**src/rtl/led_pwm_sequencer.sv**
```systemverilog
// LED pattern sequencer: accepts one request, then shows the pattern PWM-gated
// at the requested duty for dwell PWM periods before returning to idle.
//
// state | meaning
// ------+------------------------------------------------------------
// IDLE  | waiting for a request, in_ready high, LEDs dark
// SHOW  | displaying captured pattern, pwm/period counters running
module led_pwm_sequencer #(
   parameter int W_LED   = 4,
   parameter int PWM_W   = 8,
   parameter int DWELL_W = 16
) (
   input  logic               clock,
   input  logic               reset,
   input  logic               in_valid,
   output logic               in_ready,
   input  logic [W_LED-1:0]   in_pattern,
   input  logic [PWM_W-1:0]   in_duty,
   input  logic [DWELL_W-1:0] in_dwell,
   output logic [W_LED-1:0]   led,
   output logic               busy,
   output logic               done
);

   typedef enum logic {IDLE = 1'b0, SHOW = 1'b1} state_t;

   localparam logic [PWM_W-1:0]   PWM_MAX   = '1;
   localparam logic [DWELL_W-1:0] DWELL_ONE = DWELL_W'(1);

   state_t             state;
   state_t             state_nxt;
   logic [PWM_W-1:0]   pwm_cnt;
   logic [DWELL_W-1:0] period_cnt;
   logic [W_LED-1:0]   pattern_q;
   logic [PWM_W-1:0]   duty_q;
   logic [DWELL_W-1:0] dwell_q;
   logic [DWELL_W-1:0] dwell_eff;
   logic               accept;
   logic               last_cycle;

   // A zero dwell still shows one full period.
   assign dwell_eff  = (dwell_q == '0) ? DWELL_ONE : dwell_q;
   assign accept     = (state == IDLE) && in_valid;
   assign last_cycle = (state == SHOW) && (pwm_cnt == PWM_MAX)
                       && (period_cnt == dwell_eff - DWELL_ONE);

   always_ff @(posedge clock) begin
      if (reset) begin
         state <= IDLE;
      end else begin
         state <= state_nxt;
      end
   end

   always_comb begin
      state_nxt = state;
      case (state)
         IDLE: if (in_valid) state_nxt = SHOW;
         SHOW: if (last_cycle) state_nxt = IDLE;
         default: state_nxt = IDLE;
      endcase
   end

   always_comb begin
      in_ready = (state == IDLE);
      busy     = (state == SHOW);
      led      = '0;
      if ((state == SHOW) && (pwm_cnt < duty_q)) begin
         led = pattern_q;
      end
   end

   always_ff @(posedge clock) begin
      if (reset) begin
         pwm_cnt    <= '0;
         period_cnt <= '0;
         pattern_q  <= '0;
         duty_q     <= '0;
         dwell_q    <= '0;
         done       <= 1'b0;
      end else begin
         done <= last_cycle;
         if (accept) begin
            pattern_q  <= in_pattern;
            duty_q     <= in_duty;
            dwell_q    <= in_dwell;
            pwm_cnt    <= '0;
            period_cnt <= '0;
         end else if (state == SHOW) begin
            pwm_cnt <= pwm_cnt + PWM_W'(1);
            // Clearing on the final cycle keeps period_cnt bounded below dwell.
            if (last_cycle) begin
               period_cnt <= '0;
            end else if (pwm_cnt == PWM_MAX) begin
               period_cnt <= period_cnt + DWELL_ONE;
            end
         end
      end
   end

endmodule

```
**config.mk**
```make
export PLATFORM = sky130hd
export DESIGN_NAME = led_pwm_sequencer
export DESIGN_NICKNAME = d
export VERILOG_FILES = /design/src/rtl/led_pwm_sequencer.sv
export SDC_FILE = /design/constraint.sdc
export NUM_CORES = 1
export LEC_CHECK = 0
export CAP_MARGIN = 20
export CORE_MARGIN = 2
export CORE_UTILIZATION = 35
export CTS_BUF_LIST = sky130_fd_sc_hd__clkbuf_16
export CTS_CLUSTER_DIAMETER = 200
export CTS_CLUSTER_SIZE = 14
export DETAILED_ROUTE_END_ITERATION = 10
export GPL_TIMING_DRIVEN = 0
export SYNTH_ARGS = -nofsm -noshare
export SYNTH_HDL_FRONTEND = slang
export SYNTH_SLANG_ARGS = --single-unit
```
**constraint.sdc**
```tcl
create_clock -name clock -period 3.73 [get_ports clock]
set_input_delay 0.373 -clock clock [delete_from_list [all_inputs] [get_ports clock]]
set_output_delay 0.373 -clock clock [all_outputs]
set_load 0.005 [all_outputs]
```
# --- Word-level counts from Yosys, hierarchy flattened ---
# Cells that the tools add are included.
word_totals:
  elab_cells: 29
  input_bits: 31
  reg_bits: 54
  output_inout_bits: 7
classes:
  n_mux: 7
  add_sub_neg: 3
  n_eq_ne: 2
  reduce_logical: 8
  n_lt_le_gt_ge: 1
  bitwise_logic: 1
ops:
  columns: ["op", "count"]
  rows:
  - ["16-bit 2-to-1 mux", 3]
  - ["16-bit by 1-bit adder with 16-bit output, second input constant", 1]
  - ["16-bit == test", 1]
  - ["16-bit logical NOT", 1]
  - ["16-bit by 1-bit subtractor with 16-bit output, second input constant", 1]
  - ["8-bit by 1-bit adder with 8-bit output, second input constant", 1]
  - ["8-bit == test, second input constant", 1]
  - ["8-bit < comparator", 1]
  - ["1-bit logical AND", 4]
  - ["4-bit 2-to-1 mux", 1]
  - ["1-bit 2-to-1 mux", 2]
  - ["1-bit case mux with 2 select lines", 1]
  - ["2-bit AND reduction", 1]
  - ["2-bit nonzero test", 1]
  - ["2-bit OR reduction", 1]
  - ["1-bit inverter", 1]

# --- Longest topological paths before layout ---
# Gate-level depths: netlist of the first run.
depth:
  word_depth: 7
  mapped_depth: 12
  depth_no_buf: 11

# --- Worst setup path after synthesis of the first run ---
# Ideal clock, no wire load.
synth_timing:
  kind: "reg-to-reg"
  start: "register dwell_q[9]"
  end: "register period_cnt[10]"
  t_required_ns: 3.590
  n_path_buf: 1
  path_slack_ns: 0.804
  stages_incl_launch_ff: 13
  arrival_time_ns: 2.786
  setup_time_ns: 0.140
  period_less_slack_ns: 2.926
  cell_sequence: "dfxtp_1 -> nor4_4 -> nand4_2 -> nor3_1 -> nor2_1 -> ha_1 -> nor3b_2 -> mux2_1 -> o22ai_1 -> o221ai_2 -> nor3_4 -> buf_8 -> a211oi_2"
synth_via:
  elab_chain_len: 7
  elab_cells_between_ends: 8
  classes_between: "add/sub (1); eq/ne (1); mux (2); reduce/logical (4)"
synth_rtl:
  columns: ["item", "line_no", "source"]
  rows:
  - ["start: declaration", "36", "logic [DWELL_W-1:0] dwell_q;"]
  - ["start signal: assignment", "86", "dwell_q <= in_dwell;"]
  - ["16-bit logical NOT", "42", "assign dwell_eff = (dwell_q == '0) ? DWELL_ONE : dwell_q;"]
  - ["16-bit 2-to-1 mux (*)", "42", null]
  - ["16-bit by 1-bit subtractor with 16-bit output (*)", "45", "&& (period_cnt == dwell_eff - DWELL_ONE);"]
  - ["16-bit == test (*)", "45", null]
  - ["1-bit logical AND (*)", "45", null]
  - ["2-bit nonzero test (no line)", null, null]
  - ["2-bit AND reduction (no line)", null, null]
  - ["end signal: assignment", "95", "period_cnt <= period_cnt + DWELL_ONE;"]
  - ["end: declaration", "33", "logic [DWELL_W-1:0] period_cnt;"]
# Mark *: on every way between the ends. The rest lies on a longest branch, timed or not.
# A chain may end at the register's enable or synchronous reset.

# --- Worst setup path in the final report of the first run ---
layout_timing:
  start: "register dwell_q[10]"
  end: "register period_cnt[9]"
# Same word-level chain as after synthesis.

==> results of run 1 <==
-- tightest hold or removal path: cells and delay by family, from the launching register on --
| kind | cells | cell delay (ps) |
|---|---|---|
| DFF | 1 | 310 |
| and+or+nand+nor | 1 | 50 |
| AOI/OAI and AO/OA | 1 | 50 |
-- sequential cells by signal, indices dropped and copies added, names as in the netlist --
register	count
pwm_cnt	8
dwell_q	16
busy	1
done	1
pattern_q	4
duty_q	8
period_cnt	16
-- synthesized netlist by cell type, types with 2 or more instances --
master	instances	share of area
nand2_1	72	0.086
dfxtp_1	54	0.34
a21oi_1	29	0.046
nor2_1	25	0.030
xnor2_1	21	0.059
xor2_1	17	0.048
inv_1	15	0.018
nand3_1	13	0.021
clkbuf_1	10	0.012
ha_1	10	0.040
a211oi_2	9	0.036
nand4_1	8	0.016
nor3_1	7	0.011
a211oi_1	6	0.014
a311oi_1	4	0.011
nand4b_1	4	0.011
a21o_1	3	0.0072
and3_1	3	0.0060
and4_1	3	0.0084
nand4_2	3	0.012
nor3_4	3	0.016
o211ai_1	3	0.0072
o31ai_1	3	0.0072
or4_1	3	0.0072
a31oi_1	2	0.0040
buf_2	2	0.0032
nand2b_1	2	0.0040
nor3_2	2	0.0064
o21ai_0	2	0.0032
-- worst max-delay path by stage --
stage,startpoint,endpoint,slack (ps),cells past startpoint
6_report,dwell_q[10],period_cnt[9],230,12
5_1_grt,dwell_q[10],period_cnt[13],20,12
4_1_cts,dwell_q[9],period_cnt[10],210,12
3_5_place_dp,dwell_q[9],period_cnt[10],230,12
3_3_place_gp,dwell_q[9],period_cnt[10],310,12
2_1_floorplan,dwell_q[9],period_cnt[10],800,12
-- cell families after synthesis --
| logic type | synth area share |
|---|---|
| and+or+nand+nor | 0.274 |
| AOI/OAI and AO/OA | 0.171 |
| DFF | 0.345 |
| xor gates and xnor gates | 0.113 |
| buffers and inverters | 0.0451 |
| adders and majority gates | 0.0399 |
| muxes | 0.0112 |
-- metrics by stage --
stage               instances  setup slack [ps]
floorplan                 370               804
global placement          515               306
detailed placement        515               232
CTS                       523               208
global route              523              19.2
finish                    523               229
-- final cells by class --
class | count | area, sq um
clock buffer | 5 | 125
multi-input combinational | 285 | 1910
buffer | 16 | 85.1
clock inverter | 3 | 48.8
tap | 108 | 135
sequential | 54 | 1080
fill | 856 | 4910
inverter | 15 | 56.3
timing repair buffer | 37 | 370
-- power by group --
part	switching, mW	total, mW	internal (mW)
combinational	0.157	0.283	0.126
clock	0.232	0.554	0.322
sequential	0.0245	0.619	0.595
-- layer usage --
layer	vias to the layer above	GRT usage	part of all wire
met5	-	0	0
met4	0	0.0379	0.015
met3	11	0.0277	0.034
met2	46	0.288	0.49
met1	1288	0.209	0.46
li1	1401	-	-
-- cells in the final DEF (no fill, tap or decap), types with 2 or more instances in the layout --
cell             synthesis  routed
nand2_1                 72      72
xnor2_1                 21      21
a211oi_1                 6       6
nor3_2                   2       2
nor3_1                   7       7
inv_1                   15      15
or4_1                    3       3
a211oi_2                 9       9
a21oi_1                 29      29
nand2b_1                 2       2
nand4b_1                 4       4
a31oi_1                  2       2
nand3_1                 13      13
nor3_4                   3       3
o21ai_0                  2       2
a21o_1                   3       3
o211ai_1                 3       3
clkdlybuf4s50_1          0      37
and3_1                   3       3
clkbuf_1                10      10
clkbuf_16                0       5
nand4_2                  3       3
nand4_1                  8       8
nor2_1                  25      25
dfxtp_1                 54      54
a311oi_1                 4       4
buf_2                    2       2
xor2_1                  17      17
ha_1                    10      10
and4_1                   3       3
o31ai_1                  3       3
==> impl_metrics.ini, run 1 <==
[synthesis]
async_flop_share = 0
yosysSeqAreaShare = 0.345
synth_fp_nets = 411
postSynthCellCount = 370
avgSynthCellArea_sq_um = 8.47
netlist-cell-type-count = 61
synthesis.area_sq_um = 3130
synth-edff-count = 0
synthFlopType = dfxtp_1
ys_ff_latch = 54
yosys_warnings = 0

[pwr]
vdd_ir_drop_max_mv = 0.184
total_power_mw = 1.46
power_density_nw_per_um2 = 382
power_leakage_nw = 1.32

[cells_and_area]
utilization = 0.437
diodes = 0
fin_area_sq_um = 3810
fin_nets = 455
drive_gt1_frac = 0.0940
area_delta_synth_final_pct = 21.7

[grt]
antenna_found_initial = 0
grt_pass1_vias = 2640
grt_usage = 0.163
grt_first_pass_wirelength_um = 12900
grt_max_degree = 19
grt_overflow = 0

[timing]
period_share = 0.938
final_hold_viol_count = 0
fin_skew_ps = 6.13
hold_ws_ps = 459
rsz0062_at_grt = false
maxSlewViolCount = 0
fmax_mhz = 286
maxSlewHeadroom = 0.536
setup_viol = 0
worstMarginPinSlew_ps = 696
post-route-min-period_ps = 3500
fin_tns_setup_ps = 0

[floorplanning]
core-area_sq_um = 8720
io_pins = 38
start_util = 0.359
fp.dieH_um = 98.6
dieArea_sq_um = 9730
fp.dieW_um = 98.6
rows = 34

[worst_setup_path]
crit_chain = nor4_4 > nand4_2 > nor3_1 > nor2_1 > ha_1 > nor3b_2 > mux2_1 > o22ai_1 > o221ai_2 > nor3_4 > buf_8 > a211oi_2
worst_ep_arrival_time_ps = 3660
r2r-start = dwell_q[10]
slowest_delay_ps = 510
slowest_stage = nor4_4
timing.rr.end = period_cnt[9]
cp_top_family = simple AND/OR/NAND/NOR gates
cp.required_ps = 3890
crit_type = reg2reg
r2r_slack_ps = 230
r2r_cells = 12
cp.buffers_inverters = 1
setup.worst_path.start_class = register
cp_max_fo = 10
end_kind = register

[worst_hold_path]
hold_depth = 2
min_path_type = reg2reg
min_to = pattern_q[3]
min_from = pattern_q[3]

[clock_tree]
clk_pin_slew_worst_paths_ps = 80
cts-root-buf = clkbuf_16
clk_path_buf_depth = 2
postCtsHoldBufs = 0
numCtsBuffers = 5
insertion_delay_ps = 300
htree_levels = 2
clock-sinks = 54
cts_tree = done
cts_resized = 0
post-cts-setup-buffers = 0

[drt]
routed_wl_um = 7720
via_count = 2746
detail_route.vias_per_cell = 5.25
avgRoutedWirePerCell_um = 14.8
drc = 0
dr.pass1.iters = 4
ant_nets = 0
drt_iter0_markers = 125

[placement]
dpl.hpwl_um = 6000
portBuffers = 37
gp_congestion = 0.900
place_area_sq_um = 3640

[run_status]
run_status = completed

[flow_run]
cap_violations = 0
Power figures use the tool's default switching activity.
==> run 2, diff against run 1 <==
--- a/config.mk
+++ b/config.mk
@@ -5,7 +5,6 @@
 export SDC_FILE = /design/constraint.sdc
 export NUM_CORES = 1
 export LEC_CHECK = 0
-export CAP_MARGIN = 20
 export CORE_MARGIN = 2
 export CORE_UTILIZATION = 35
 export CTS_BUF_LIST = sky130_fd_sc_hd__clkbuf_16
==> results of run 2 <==
The final DEF is identical to that of run 1; final timing and power are the same.
